`config.mk`:
```
export PLATFORM = sky130hd
export DESIGN_NAME = decode_regbank
export DESIGN_NICKNAME = d
export VERILOG_FILES = /design/src/rtl/decode_pkg.sv /design/src/rtl/reg_scoreboard.sv /design/src/rtl/decode_regbank.sv
export SDC_FILE = /design/constraint.sdc
export NUM_CORES = 2
export LEC_CHECK = 0
export CAP_MARGIN = 10
export CORE_UTILIZATION = 40
export CTS_BUF_LIST = sky130_fd_sc_hd__clkbuf_2 sky130_fd_sc_hd__clkbuf_4 sky130_fd_sc_hd__clkbuf_8
export DETAILED_ROUTE_END_ITERATION = 8
export GPL_TIMING_DRIVEN = 1
export PLACE_DENSITY = 0.58
export REMOVE_ABC_BUFFERS = 1
export SKIP_LAST_GASP = 1
export SYNTH_ARGS = -nofsm -noshare
export SYNTH_HDL_FRONTEND = slang
export SYNTH_SLANG_ARGS = --single-unit
```
`constraint.sdc`:
```
create_clock -name CLK -period 6.08 [get_ports CLK]
set_clock_uncertainty 0.2 [all_clocks]
set_input_delay 0.608 -clock CLK [delete_from_list [all_inputs] [get_ports CLK]]
set_output_delay 0.608 -clock CLK [all_outputs]
set_load 0.005 [all_outputs]
```
`src/rtl/decode_pkg.sv`:
```
// Shared encodings and parameter defaults for the decode stage register bank.
package decode_pkg;

  localparam int unsigned DATA_W_DEF = 32;
  localparam int unsigned ADDR_W_DEF = 5;
  localparam int unsigned IMM_W_DEF  = 16;

  typedef enum logic [1:0] {
    EXT_SIGN     = 2'b00,
    EXT_ZERO     = 2'b01,
    EXT_UPPER    = 2'b10,
    EXT_ZERO_ALT = 2'b11
  } ext_mode_e;

endpackage

```
`src/rtl/reg_scoreboard.sv`:
```
// Per-register busy tracking: set on issue, clear on writeback, wiped on flush.
module reg_scoreboard
  import decode_pkg::*;
#(
  parameter int unsigned ADDR_W = ADDR_W_DEF
) (
  input  logic              clk,
  input  logic              rst,
  input  logic              flush,
  input  logic              set_en,
  input  logic [ADDR_W-1:0] set_addr,
  input  logic              clr_en,
  input  logic [ADDR_W-1:0] clr_addr,
  input  logic [ADDR_W-1:0] qa_addr,
  input  logic [ADDR_W-1:0] qb_addr,
  input  logic [ADDR_W-1:0] qd_addr,
  output logic              qa_busy_c,
  output logic              qb_busy_c,
  output logic              qd_busy_c
);

  localparam int unsigned NUM_REGS = 2 ** ADDR_W;

  logic [NUM_REGS-1:0] busy_q;
  logic [NUM_REGS-1:0] busy_d;

  // Clear first so a same-register set in the same cycle wins.
  always_comb begin
    busy_d = busy_q;
    if (clr_en) busy_d[clr_addr] = 1'b0;
    if (set_en) busy_d[set_addr] = 1'b1;
    busy_d[0] = 1'b0;
  end

  always_ff @(posedge clk) begin
    if (rst || flush) busy_q <= '0;
    else              busy_q <= busy_d;
  end

  // A register being written back this cycle is already resolved.
  assign qa_busy_c = busy_q[qa_addr] & ~(clr_en & (clr_addr == qa_addr));
  assign qb_busy_c = busy_q[qb_addr] & ~(clr_en & (clr_addr == qb_addr));
  assign qd_busy_c = busy_q[qd_addr] & ~(clr_en & (clr_addr == qd_addr));

endmodule

```
`src/rtl/decode_regbank.sv`:
```
// Decode-stage register file with writeback bypass, immediate extension and
// scoreboard-based hazard stall.
module decode_regbank
  import decode_pkg::*;
#(
  parameter int unsigned DATA_W = DATA_W_DEF,
  parameter int unsigned ADDR_W = ADDR_W_DEF,
  parameter int unsigned IMM_W  = IMM_W_DEF
) (
  input  logic              CLK,
  input  logic              RST,
  input  logic              DEC_EN,
  input  logic [ADDR_W-1:0] DIR_A,
  input  logic [ADDR_W-1:0] DIR_B,
  input  logic [ADDR_W-1:0] DIR_DST,
  input  logic              DST_VAL,
  input  logic [IMM_W-1:0]  IMD,
  input  logic [1:0]        EXT_MODE,
  input  logic              REG_WR,
  input  logic [ADDR_W-1:0] DIR_WRA,
  input  logic [DATA_W-1:0] DI,
  input  logic              FLUSH,
  output logic [DATA_W-1:0] DOA,
  output logic [DATA_W-1:0] DOB,
  output logic [DATA_W-1:0] IMM_EXT,
  output logic              OUT_VALID,
  output logic              STALL
);

  localparam int unsigned NUM_REGS = 2 ** ADDR_W;
  localparam int unsigned PAD_W    = DATA_W - IMM_W;

  logic [DATA_W-1:0] regs_q [NUM_REGS];
  logic              wr_en;
  logic              accept;
  logic              a_busy, b_busy, d_busy;
  logic [DATA_W-1:0] rd_a, rd_b, imm_val;

  assign wr_en  = REG_WR && (DIR_WRA != '0);
  assign STALL  = DEC_EN && (a_busy || b_busy || (DST_VAL && d_busy));
  assign accept = DEC_EN && !STALL && !FLUSH && !RST;

  reg_scoreboard #(.ADDR_W(ADDR_W)) u_scoreboard (
    .clk       (CLK),
    .rst       (RST),
    .flush     (FLUSH),
    .set_en    (accept && DST_VAL && (DIR_DST != '0)),
    .set_addr  (DIR_DST),
    .clr_en    (REG_WR),
    .clr_addr  (DIR_WRA),
    .qa_addr   (DIR_A),
    .qb_addr   (DIR_B),
    .qd_addr   (DIR_DST),
    .qa_busy_c (a_busy),
    .qb_busy_c (b_busy),
    .qd_busy_c (d_busy)
  );

  // Register 0 is never written, so it reads as zero after reset.
  always_ff @(posedge CLK) begin
    if (RST) begin
      for (int i = 0; i < int'(NUM_REGS); i++) regs_q[i] <= '0;
    end else if (wr_en) begin
      regs_q[DIR_WRA] <= DI;
    end
  end

  // Same-cycle writeback data overrides the stored value.
  assign rd_a = (wr_en && (DIR_WRA == DIR_A)) ? DI : regs_q[DIR_A];
  assign rd_b = (wr_en && (DIR_WRA == DIR_B)) ? DI : regs_q[DIR_B];

  always_comb begin
    imm_val = '0;
    case (ext_mode_e'(EXT_MODE))
      EXT_SIGN:  imm_val = {{PAD_W{IMD[IMM_W-1]}}, IMD};
      EXT_UPPER: imm_val = {IMD, {PAD_W{1'b0}}};
      default:   imm_val = {{PAD_W{1'b0}}, IMD};
    endcase
  end

  always_ff @(posedge CLK) begin
    if (RST) begin
      DOA       <= '0;
      DOB       <= '0;
      IMM_EXT   <= '0;
      OUT_VALID <= 1'b0;
    end else begin
      OUT_VALID <= accept;
      if (accept) begin
        DOA     <= rd_a;
        DOB     <= rd_b;
        IMM_EXT <= imm_val;
      end
    end
  end

endmodule

```
==> results.md <==
- Max IR drop VDD: 0.000251 V
- Setup Crit Path Kind: in -> out
- Syn_area_per_cell: 14.2 sq um
- Initial DRC count: 5,167
- TritonCTS Sinks: 1,152
- Synth Warn #: 0
- Worst-Margin Slew: 1360 ps
- Core area: 148,000 sq um
- Die width: 389 um
- Vias per cell: 6.24
- Vias: 40,100
- CP Depth: 8
- Die height: 389 um
- Reg2reg end: DOB[11]
- Largest net degree at the start of global routing: 97
- Sequential element share of the synthesized area: 0.556
- Antenna Nets Post-Route: 0
- IO buf count: 173
- Post-Route Setup TNS: 0 ps
- Critical path data arrival time: 3460 ps
- First-pass GRT wire length: 301,000 um
- Asr flop ratio synth: 0
- Global placement routability congestion: 0.881
- Routed length per instance: 33.3 um
- Static Leak: 23.4 nW
- Post-synth cell types: 52
- Share of cells above drive strength 1: 0.253
- Reg2reg start: u_scoreboard.busy_q[3]
- Max FO, Critical Path: 17
- WP buf/inv: 2
- Initial antenna violation count: 15
- Critical-path cell list: clkdlybuf4s50_1 > or3b_2 > o22ai_1 > nor3_1 > o221a_2 > o211ai_4 > and2_1 > clkdlybuf4s50_1
- Final period util: 0.702
- Mapped Area: 59,900 sq um
- Min Clock Period, post-route: 4270 ps
- Die ar.: 151,000 sq um
- Worst min-delay path class: in -> reg
- Worst setup SP type: input port
- Most used DFF post-synth: edfxtp_1
- Slowest stage delay, CP: 750 ps
- Pins over their slew limit: 0
- CP required: 5270 ps
- Final setup fails: 0
- WHS: 256 ps
- Routed WL: 214,000 um
- Top cell family by delay on the critical path: buffers and inverters
- R2r setup slk: 2630 ps
- Post-DP HPWL: 125,000 um
- Unrepaired setup endpoints after global routing: false
- Most used cell, CP: clkdlybuf4s50_1
- GR Util All Layers: 0.281
- Crit end category: output pin
- Worst skew pair latency: 940 ps
- CTS tree: built
- Post-synth EDFFs: 1,024
- Cells after Synth: 4,233
- Vias in the first global route: 40,200
- Clock buffer depth: 3
- IO Pins: 174
- F_max: 0.234 GHz
- FF+latch count, synth: 1,152
- CTS Buf Count: 197
- Layout area overhead: 14.3%
- Slowest cell on the critical path: clkdlybuf4s50_1
- Postcts setup bufs: 0
- GR Overflow Total: 0
- Dpl ws: 1430 ps
- Max Cap Violations: 0
- H-tree levels: 4
- PwrDens: 275 nW/um^2
- Reg2Reg Depth: 8
- CP Launch Point: DIR_DST[3]
- Most frequent cells in the layout: 1,024 x edfxtp_1, 963 x and2_1, 514 x mux4_2
- Commonest non-fill, non-tap cell in the layout: edfxtp_1
- Clock Tree Root: clkbuf_8
- Worst Slack Setup Final: 1810 ps
- Residual DRC count: 0
- Slew HR: 0.0880
- Worst Setup EP: STALL
- Cell Rows: 141
- Pre-antenna DRT Iters: 6
- Final Hold Viols: 0
- Clock-pin slew on the worst setup and hold paths: 60 ps
- Initial Util: 0.404
- Final Net Count: 4,394
- Status: finished clean
worst min-delay path by stage:
stage / from / to / slack, ps / depth (start not counted)
floorplan: DOA[0] / DOA[0] / 260 / 2
global placement: DOB[1] / DOB[1] / 250 / 2
detailed placement: DOA[30] / DOA[30] / 260 / 2
CTS: IMD[13] / IMM_EXT[13] / 160 / 4
global route: IMD[8] / IMM_EXT[8] / 230 / 4
finish: IMD[9] / IMM_EXT[9] / 260 / 4
area by class of cell:
type                       count  area, sq um
clock buffer                 312         3720
antenna                        6         15.0
multi-input combinational   2643        25500
timing repair buffer         317         3160
clock inverter                57          335
sequential                  1152        33300
inverter                       7         31.3
tap                         1930         2410
fill                       13000        79700
cell usage after synthesis (2+ instances only):
library cell | n | share of area
a211oi_1 | 7 | 0.00088
a21oi_1 | 186 | 0.016
a22oi_1 | 256 | 0.032
a31o_1 | 6 | 0.00088
a31o_2 | 35 | 0.0051
a32oi_1 | 2 | 0.00029
and2_1 | 965 | 0.10
buf_1 | 36 | 0.0023
buf_2 | 67 | 0.0056
buf_4 | 2 | 0.00025
buf_6 | 10 | 0.0019
clkbuf_1 | 347 | 0.022
dfxtp_1 | 128 | 0.043
edfxtp_1 | 1024 | 0.51
inv_1 | 5 | 0.00031
mux2i_1 | 101 | 0.017
mux4_2 | 514 | 0.19
nand2_1 | 128 | 0.0080
nand2b_1 | 2 | 0.00021
nand3_1 | 14 | 0.0012
nand3b_1 | 7 | 0.00088
nand4_1 | 4 | 0.00042
nor2_1 | 133 | 0.0083
nor2b_1 | 17 | 0.0018
nor3_1 | 84 | 0.0070
nor3b_1 | 2 | 0.00025
nor4_1 | 9 | 0.00094
o211a_1 | 3 | 0.00050
o211ai_1 | 29 | 0.0036
o21ai_0 | 33 | 0.0028
o22ai_1 | 11 | 0.0011
o311ai_2 | 2 | 0.00054
o31ai_1 | 25 | 0.0031
o31ai_2 | 5 | 0.0010
or3_1 | 2 | 0.00021
or3b_2 | 3 | 0.00044
xnor2_1 | 5 | 0.00073
xor2_1 | 10 | 0.0015
tightest hold or removal path, stage by stage:
cell             delay (ps)
clkdlybuf4s50_1         420
nand2_1                  60
nor3_1                   40
a31o_2                  200
logic make-up after synthesis:
group	after synthesis	share of synthesized area
AOI/OAI and AO/OA	606	0.0685
buffers and inverters	469	0.0322
and+or+nand+nor	1373	0.131
muxes	617	0.210
xor gates and xnor gates	15	0.00219
other	1	0.0000626
DFF	1152	0.556
where the power goes:
part           internal [mW]  total [mW]  switching (mW)
combinational          0.919        2.23            1.31
sequential              9.03        9.25           0.220
clock                   3.96        7.33            3.37
total                   13.9        18.8            4.90
registers in the layout, summed over array words and instances, names as in the netlist:
signal and count:
DOA 32, DOB 32, u_scoreboard.busy_q 31, OUT_VALID 1, IMM_EXT 32, regs_q 1024
per-layer routing:
metal | up-vias | global-route usage | share of wire
met1 | 20800 | 0.364 | 0.38
met3 | 521 | 0.0569 | 0.092
met4 | 12 | 0.133 | 0.049
met5 | - | 0 | 0.00034
li1 | 16500 | - | -
met2 | 2256 | 0.452 | 0.48
through the flow:
| step | utilization | area [sq um] | total power, mW | cells |
|---|---|---|---|---|
| 6_report | 0.462 | 68500 | 18.8 | 6424 |
| 3_5_place_dp | 0.435 | 64400 | 11.6 | 6047 |
| 5_1_grt | 0.462 | 68500 | 19.3 | 6419 |
| 4_1_cts | 0.462 | 68500 | 18.9 | 6417 |
| 2_1_floorplan | - | 58100 | 10.5 | 3802 |
| 3_3_place_gp | 0.434 | 64300 | 11.6 | 6044 |
repair_timing:
action | in CTS | in global routing
endpoints found under the hold margin | 6 | 0
gates resized for setup | 0 | 0
hold buffers | 1 | 0
(Power assumes the default switching activity.)
